[config.mk]
export PLATFORM = sky130hd
export DESIGN_NAME = conv_readout_flat
export DESIGN_NICKNAME = d
export VERILOG_FILES = /design/src/rtl/conv_readout_if.sv /design/src/rtl/conv_readout.sv /design/src/flat_wrapper.sv
export SDC_FILE = /design/constraint.sdc
export NUM_CORES = 1
export LEC_CHECK = 0
export ABC_AREA = 1
export CORE_UTILIZATION = 54
export DETAILED_ROUTE_END_ITERATION = 16
export GPL_TIMING_DRIVEN = 0
export PLACE_DENSITY_LB_ADDON = 0.25
export SLEW_MARGIN = 15
export SYNTH_ARGS = -nofsm -noshare
export SYNTH_HDL_FRONTEND = slang
export SYNTH_SLANG_ARGS = --single-unit
[constraint.sdc]
create_clock -name CLK -period 2.41 [get_ports CLK]
set_input_delay 0.482 -clock CLK [delete_from_list [all_inputs] [get_ports CLK]]
set_output_delay 0.482 -clock CLK [all_outputs]
set_load 0.005 [all_outputs]
[src/rtl/conv_readout_if.sv]
// Bus bundle for conv_readout: run control, shared RAM read port, result stream and status.
// Stream: a word transfers on every CLK edge where dvalid && dready; dout and dvalid hold until then.
interface conv_readout_if;
  logic        start;
  logic [11:0] count;
  logic [7:0]  ramdata;
  logic [10:0] address;
  logic        rd;
  logic        enout1;
  logic        enout2;
  logic [15:0] dout;
  logic        dvalid;
  logic        dready;
  logic        busy;
  logic        done;
  logic [15:0] peak;
  logic [2:0]  dbg_state;

  modport master (
    input  start, count, ramdata, dready,
    output address, rd, enout1, enout2, dout, dvalid, busy, done, peak, dbg_state
  );

  modport slave (
    output start, count, ramdata, dready,
    input  address, rd, enout1, enout2, dout, dvalid, busy, done, peak, dbg_state
  );
endinterface

[src/rtl/conv_readout.sv]
// Reads captured results back from the lo/hi byte RAMs, rebuilds 16-bit words,
// streams them out and tracks the run's peak value.
module conv_readout #(
  parameter int RD_WAIT = 2,
  parameter int DEPTH   = 2048
) (
  input logic            CLK,
  input logic            reset,
  conv_readout_if.master bus
);

  typedef enum logic [2:0] {
    IDLE  = 3'd0,
    SETUP = 3'd1,
    RDLO  = 3'd2,
    GAP   = 3'd3,
    RDHI  = 3'd4,
    OUT   = 3'd5,
    DONE  = 3'd6
  } state_t;

  localparam logic [3:0]  WLAST = 4'(RD_WAIT - 1);
  localparam logic [11:0] NMAX  = 12'(DEPTH);

  state_t      state, state_d;
  logic [11:0] idx, idx_d;
  logic [11:0] n, n_d;
  logic [3:0]  cnt, cnt_d;
  logic [7:0]  lo, lo_d;
  logic [10:0] address, address_d;
  logic        rd, rd_d;
  logic        enout1, enout1_d;
  logic        enout2, enout2_d;
  logic [15:0] dout, dout_d;
  logic        dvalid, dvalid_d;
  logic        busy, busy_d;
  logic        done, done_d;
  logic [15:0] peak, peak_d;

  logic [11:0] n_clamp;
  logic [11:0] idx_inc;

  assign n_clamp = (bus.count > NMAX) ? NMAX : bus.count;
  assign idx_inc = idx + 12'd1;

  always_ff @(posedge CLK) begin
    if (!reset) begin
      state   <= IDLE;
      idx     <= '0;
      n       <= '0;
      cnt     <= '0;
      lo      <= '0;
      address <= '0;
      rd      <= 1'b1;
      enout1  <= 1'b1;
      enout2  <= 1'b1;
      dout    <= '0;
      dvalid  <= 1'b0;
      busy    <= 1'b0;
      done    <= 1'b0;
      peak    <= '0;
    end else begin
      state   <= state_d;
      idx     <= idx_d;
      n       <= n_d;
      cnt     <= cnt_d;
      lo      <= lo_d;
      address <= address_d;
      rd      <= rd_d;
      enout1  <= enout1_d;
      enout2  <= enout2_d;
      dout    <= dout_d;
      dvalid  <= dvalid_d;
      busy    <= busy_d;
      done    <= done_d;
      peak    <= peak_d;
    end
  end

  // Strobes are computed one cycle ahead so every pin comes straight from a flop.
  always_comb begin
    state_d   = state;
    idx_d     = idx;
    n_d       = n;
    cnt_d     = cnt;
    lo_d      = lo;
    address_d = address;
    rd_d      = rd;
    enout1_d  = enout1;
    enout2_d  = enout2;
    dout_d    = dout;
    dvalid_d  = dvalid;
    busy_d    = busy;
    done_d    = 1'b0;
    peak_d    = peak;

    case (state)
      IDLE: begin
        if (bus.start) begin
          n_d    = n_clamp;
          idx_d  = '0;
          peak_d = '0;
          busy_d = 1'b1;
          if (n_clamp == 12'd0) begin
            state_d = DONE;
            done_d  = 1'b1;
          end else begin
            state_d = SETUP;
          end
        end
      end

      SETUP: begin
        address_d = idx[10:0];
        enout1_d  = 1'b0;
        rd_d      = 1'b0;
        cnt_d     = '0;
        state_d   = RDLO;
      end

      RDLO: begin
        if (cnt == WLAST) begin
          lo_d     = bus.ramdata;
          enout1_d = 1'b1;
          rd_d     = 1'b1;
          state_d  = GAP;
        end else begin
          cnt_d = cnt + 4'd1;
        end
      end

      // Idle bus cycle between the two chip selects so the RAMs never fight.
      GAP: begin
        enout2_d = 1'b0;
        rd_d     = 1'b0;
        cnt_d    = '0;
        state_d  = RDHI;
      end

      RDHI: begin
        if (cnt == WLAST) begin
          dout_d   = {bus.ramdata, lo};
          dvalid_d = 1'b1;
          enout2_d = 1'b1;
          rd_d     = 1'b1;
          state_d  = OUT;
        end else begin
          cnt_d = cnt + 4'd1;
        end
      end

      OUT: begin
        if (dvalid && bus.dready) begin
          dvalid_d = 1'b0;
          peak_d   = (dout > peak) ? dout : peak;
          idx_d    = idx_inc;
          if (idx_inc == n) begin
            state_d = DONE;
            done_d  = 1'b1;
          end else begin
            state_d = SETUP;
          end
        end
      end

      DONE: begin
        busy_d  = 1'b0;
        state_d = IDLE;
      end

      default: state_d = IDLE;
    endcase
  end

  assign bus.address   = address;
  assign bus.rd        = rd;
  assign bus.enout1    = enout1;
  assign bus.enout2    = enout2;
  assign bus.dout      = dout;
  assign bus.dvalid    = dvalid;
  assign bus.busy      = busy;
  assign bus.done      = done;
  assign bus.peak      = peak;
  assign bus.dbg_state = state;

endmodule
[src/flat_wrapper.sv]
// flat-port wrapper written by rule: the top's interface ports become plain ports
module conv_readout_flat 
#(
  parameter int RD_WAIT = 2,
  parameter int DEPTH   = 2048
)
  (CLK, reset, bus_start, bus_count, bus_ramdata, bus_dready, bus_address, bus_rd, bus_enout1, bus_enout2, bus_dout, bus_dvalid, bus_busy, bus_done, bus_peak, bus_dbg_state);
  conv_readout_if bus_i ();
  input logic CLK;
  input logic reset;
  input wire logic [$bits(bus_i.start)-1:0] bus_start;
  input wire logic [$bits(bus_i.count)-1:0] bus_count;
  input wire logic [$bits(bus_i.ramdata)-1:0] bus_ramdata;
  input wire logic [$bits(bus_i.dready)-1:0] bus_dready;
  output wire logic [$bits(bus_i.address)-1:0] bus_address;
  output wire logic [$bits(bus_i.rd)-1:0] bus_rd;
  output wire logic [$bits(bus_i.enout1)-1:0] bus_enout1;
  output wire logic [$bits(bus_i.enout2)-1:0] bus_enout2;
  output wire logic [$bits(bus_i.dout)-1:0] bus_dout;
  output wire logic [$bits(bus_i.dvalid)-1:0] bus_dvalid;
  output wire logic [$bits(bus_i.busy)-1:0] bus_busy;
  output wire logic [$bits(bus_i.done)-1:0] bus_done;
  output wire logic [$bits(bus_i.peak)-1:0] bus_peak;
  output wire logic [$bits(bus_i.dbg_state)-1:0] bus_dbg_state;
  assign bus_i.start = bus_start;
  assign bus_i.count = bus_count;
  assign bus_i.ramdata = bus_ramdata;
  assign bus_i.dready = bus_dready;
  assign bus_address = bus_i.address;
  assign bus_rd = bus_i.rd;
  assign bus_enout1 = bus_i.enout1;
  assign bus_enout2 = bus_i.enout2;
  assign bus_dout = bus_i.dout;
  assign bus_dvalid = bus_i.dvalid;
  assign bus_busy = bus_i.busy;
  assign bus_done = bus_i.done;
  assign bus_peak = bus_i.peak;
  assign bus_dbg_state = bus_i.dbg_state;
  conv_readout #(.RD_WAIT(RD_WAIT), .DEPTH(DEPTH)) u_core (.CLK(CLK), .reset(reset), .bus(bus_i));
endmodule
==> impl_table.tex <==
\begin{tabular}{lr}
\hline
Metric & Value \\
\hline
\multicolumn{2}{l}{\textbf{Clock tree}} \\
\quad Clock insertion delay at the later pin of the skew report & 0.37 ns \\
\quad Clock transition at the registers of the reported paths & roughly 0.10 ns \\
\quad Number of buffers inserted during clock tree synthesis & 9 \\
\quad CTS tree & built \\
\quad Post-CTS Hold Buffers & 0 \\
\quad Count of buffers added by post-CTS timing repair for setup & 0 \\
\quad Largest buffer count on any clock path & 2 \\
\quad H-tree lvl count & 3 \\
\quad Post-cts sizing count & 0 \\
\quad Clock root cell & clkbuf\_8 \\
\quad Clock sinks & 88 \\
\multicolumn{2}{l}{\textbf{Critical path}} \\
\quad Launching point of the worst reg2reg path & u\_core.bus.peak[7]\$\_SDFFE\_PN0P\_ \\
\quad Kind of critical path & reg2reg \\
\quad Category of the worst setup path capture point & flip-flop \\
\quad Worst reg2reg path endpoint & u\_core.bus.peak[9]\$\_SDFFE\_PN0P\_ \\
\quad Ordered cell list for the critical path & inv\_1 -> ha\_1 -> nand2\_1 -> nor2\_1 -> nand2\_1 -> o211ai\_1 -> nand2\_1 -> nand2\_1 -> nand2\_1 -> nand2\_1 -> nand2\_1 -> inv\_2 -> buf\_6 -> nor2\_1 -> nor2\_1 \\
\quad FF-to-FF setup slack & between 0.1 and 0.15 ns \\
\quad Critical path arrival & 2.57 ns \\
\quad Largest fanout on the critical path & 10 \\
\quad Slowest stage cell on the critical path & dfxtp\_1 \\
\quad Logic depth of the worst setup path including buffers & 15 \\
\quad Bufs and invs on worst path & 3 \\
\quad Worst path most repeated cell & nand2\_1 \\
\quad FF-to-FF path depth & 15 \\
\quad Max incr delay on CP & 0.36 ns \\
\quad Category of the worst setup path launch point & flip-flop \\
\quad Required time at the worst-slack endpoint & 2.71 ns \\
\quad Largest delay share family, worst path & simple AND/OR/NAND/NOR gates \\
\multicolumn{2}{l}{\textbf{GRT}} \\
\quad Pin count of the biggest net entering global routing & 17 \\
\quad Total global routing overflow & 0 \\
\quad Total routing usage reported by global routing & 0.303 \\
\quad Number of global-route vias before repair & 4410 \\
\quad Antenna violations before repair & 0 \\
\quad First-pass GRT wire length & between 20000 and 25000 um \\
\multicolumn{2}{l}{\textbf{Routing}} \\
\quad Via/cell ratio & between 5 and 6 \\
\quad Routed wire length & 13000 um \\
\quad Antenna-violating nets left & 0 \\
\quad Pre-antenna DRT Iters & 5 \\
\quad Via total after detailed routing & between 4000 and 5000 \\
\quad DRC & 0 \\
\quad Initial drt markers & 336 \\
\quad Routed length per instance & approximately 15 um \\
\multicolumn{2}{l}{\textbf{Power}} \\
\quad Fraction of power spent switching nets & 0.400 \\
\quad VDD IR max & 0.549 mV \\
\quad Relative contribution of the clock network to total power & 0.195 \\
\quad Areal power density over the cells & around 870 nW/um\^{}2 \\
\quad Post-layout power & between 0.004 and 0.005 W \\
\quad Standby leakage power & 2.45 nW \\
\quad Internal cell power & just under 0.003 W \\
\quad Sequential cell fraction of total power & 0.377 \\
\quad Combinational cell fraction of total power & 0.428 \\
\quad Net switching power & 0.00198 W \\
\multicolumn{2}{l}{\textbf{Timing}} \\
\quad Post-layout min period & 2.27 ns \\
\quad Max-slew headroom at the worst pin & 0.617 \\
\quad Final worst slack & 0.142 ns \\
\quad Actual slew at the worst max-slew pin & 0.572 ns \\
\quad Endpoints failing setup & 0 \\
\quad Max frequency & 441 MHz \\
\quad Number of max-slew violations in the final report & 0 \\
\quad Final clock period utilization by the worst path & 0.941 \\
\quad Worst clock skew & roughly 0.013 ns \\
\quad Final Hold Slack & approximately 0.47 ns \\
\quad Setup repair after global routing missed its margin & no \\
\quad Setup TNS Final & 0 ns \\
\quad Hold violation count in the final report & 0 \\
\multicolumn{2}{l}{\textbf{Run}} \\
\quad \# Max-Cap Violations & 0 \\
\multicolumn{2}{l}{\textbf{Finish}} \\
\quad Area added between synthesis and finish & 22.7\% \\
\quad Antenna diode count & 0 \\
\quad Nets@finish & 820 \\
\quad Share of cells above drive strength 1 & 0.0793 \\
\quad Commonest non-fill, non-tap cell in the layout & nand2\_1 \\
\quad Final core occ & 0.690 \\
\quad Most frequent cells in the layout & nand2\_1 (149), nor2\_1 (119), dfxtp\_1 (88) \\
\quad Filler cell count & 752 \\
\multicolumn{2}{l}{\textbf{Synth}} \\
\quad Total nets after synthesis & 734 \\
\quad Post-synthesis instance total & 691 \\
\quad Library cells used by synthesis & 36 \\
\quad Proportion of register bits with asynchronous set or reset after synthesis & 0 \\
\quad Dominant synthesized flop cell & dfxtp\_1 \\
\quad Number of enable-type register cells in the synthesized netlist & 0 \\
\quad Average cell area after synthesis & between 6 and 7 sq um \\
\quad Fraction of the yosys area taken by sequential cells & 0.377 \\
\quad Register bit total from synthesis & slightly below 90 \\
\quad Cell area after synthesis & 4670 sq um \\
\quad Yosys warning count & 0 \\
\multicolumn{2}{l}{\textbf{Place}} \\
\quad Post-Place Worst Slack & $\sim$0.18 ns \\
\quad Detailed placer's ending HPWL & about 10000 um \\
\quad Count of input and output buffers & 75 \\
\quad Placer's final routability congestion estimate & 0.899 \\
\multicolumn{2}{l}{\textbf{Floorplan}} \\
\quad Height of the die & 95 um \\
\quad Effective utilization at floorplan & 0.563 \\
\quad Die area & around 9000 sq um \\
\quad Cell Rows & 33 \\
\quad Core area & 8300 sq um \\
\quad Boundary Pins & 76 \\
\quad X dimension of the die & 95 um \\
\multicolumn{2}{l}{\textbf{Run status}} \\
\quad Status & complete, no violations \\
\multicolumn{2}{l}{\textbf{Min path}} \\
\quad Worst hold path cell count & 2 \\
\quad Class of the most critical hold timing path & reg2reg \\
\quad Hold path startpoint & u\_core.bus.enout1\$\_SDFFE\_PN1P\_ \\
\quad End of the worst hold path & u\_core.bus.enout1\$\_SDFFE\_PN1P\_ \\
\hline
\end{tabular}
[cells in the mapped netlist, drive strengths merged, types with 3 or more instances]
cell,count,area share
nand4,9,0.012
nor3,7,0.0075
o21ai,44,0.047
clkbuf,11,0.0088
inv,70,0.056
nand2,161,0.14
buf,9,0.013
nand3b,3,0.0048
nor2,128,0.12
a21oi,56,0.063
ha,19,0.051
a211oi,3,0.0048
nand3,70,0.079
dfxtp,88,0.38
[registers in the layout, indices dropped and copies added (netlist names)]
register / cells
u_core.bus.address: 11
u_core.bus.dvalid: 1
u_core.bus.peak: 16
u_core.cnt: 4
u_core.idx: 12
u_core.lo: 8
u_core.n: 12
u_core.bus.dout: 16
u_core.bus.done: 1
u_core.bus.rd: 1
u_core.bus.enout2: 1
u_core.bus.dbg_state: 3
u_core.bus.enout1: 1
u_core.bus.busy: 1
[layer usage]
| layer | track usage | wire (um) | up-vias |
|---|---|---|---|
| met5 | 0 | 0 | - |
| met4 | 0.0808 | 187 | 0 |
| met3 | 0.0539 | 919 | 16 |
| met2 | 0.517 | 6210 | 185 |
| met1 | 0.392 | 5670 | 2201 |
| li1 | - | - | 2411 |
[power groups by stage]
stage	clock network (W)	registers, W	logic, W
after floorplan	0	0.00188	0.00134
after global placement	0	0.00190	0.00204
after detailed placement	0	0.00190	0.00209
after CTS	0.000975	0.00187	0.00210
after global routing	0.00104	0.00190	0.00238
final	0.000967	0.00187	0.00213
[logic make-up (layout without fill, tap and decap cells)]
logic type	count (synthesis)	count (layout)	synth area share
buffers and inverters	93	184	0.0825
AND/OR/NAND/NOR	382	382	0.363
AO/OA/AOI/OAI	107	107	0.123
flip-flops	88	88	0.377
XOR/XNOR	2	2	0.00375
adder cells (fa/ha/maj)	19	19	0.0509
[through the flow]
stage | std cells | area [sq um]
floorplan | 691 | 4670
global placement | 871 | 5550
detailed placement | 871 | 5550
CTS | 887 | 5730
global route | 887 | 5730
finish | 887 | 5730
[worst max path at each step]
stage                                    start                                to
2_1_floorplan  u_core.bus.peak[3]$_SDFFE_PN0P_  u_core.bus.peak[10]$_SDFFE_PN0P_
3_3_place_gp                             reset        u_core.bus.done$_SDFF_PN0_
3_5_place_dp                        bus_dready   u_core.bus.peak[4]$_SDFFE_PN0P_
4_1_cts        u_core.bus.peak[7]$_SDFFE_PN0P_  u_core.bus.peak[10]$_SDFFE_PN0P_
5_1_grt        u_core.bus.peak[7]$_SDFFE_PN0P_  u_core.bus.peak[10]$_SDFFE_PN0P_
6_report       u_core.bus.peak[7]$_SDFFE_PN0P_   u_core.bus.peak[9]$_SDFFE_PN0P_
[cell type report]
type,instances,area [sq um],area share
clock buffers,10,128,0.0223
flip-flops and latches,88,1760,0.307
multi-input cells,510,2520,0.440
plain buffers,22,119,0.0207
inverters,71,267,0.0465
well taps,105,131,0.0229
repair buffers,75,751,0.131
clock inverters,6,50.0,0.00873
[worst min-delay path: cells and delay by family (launching register included)]
kind          cells  cell delay, ns
flops             1            0.33
simple gates      2            0.11
Note: power is estimated with default switching activity, not from simulation.
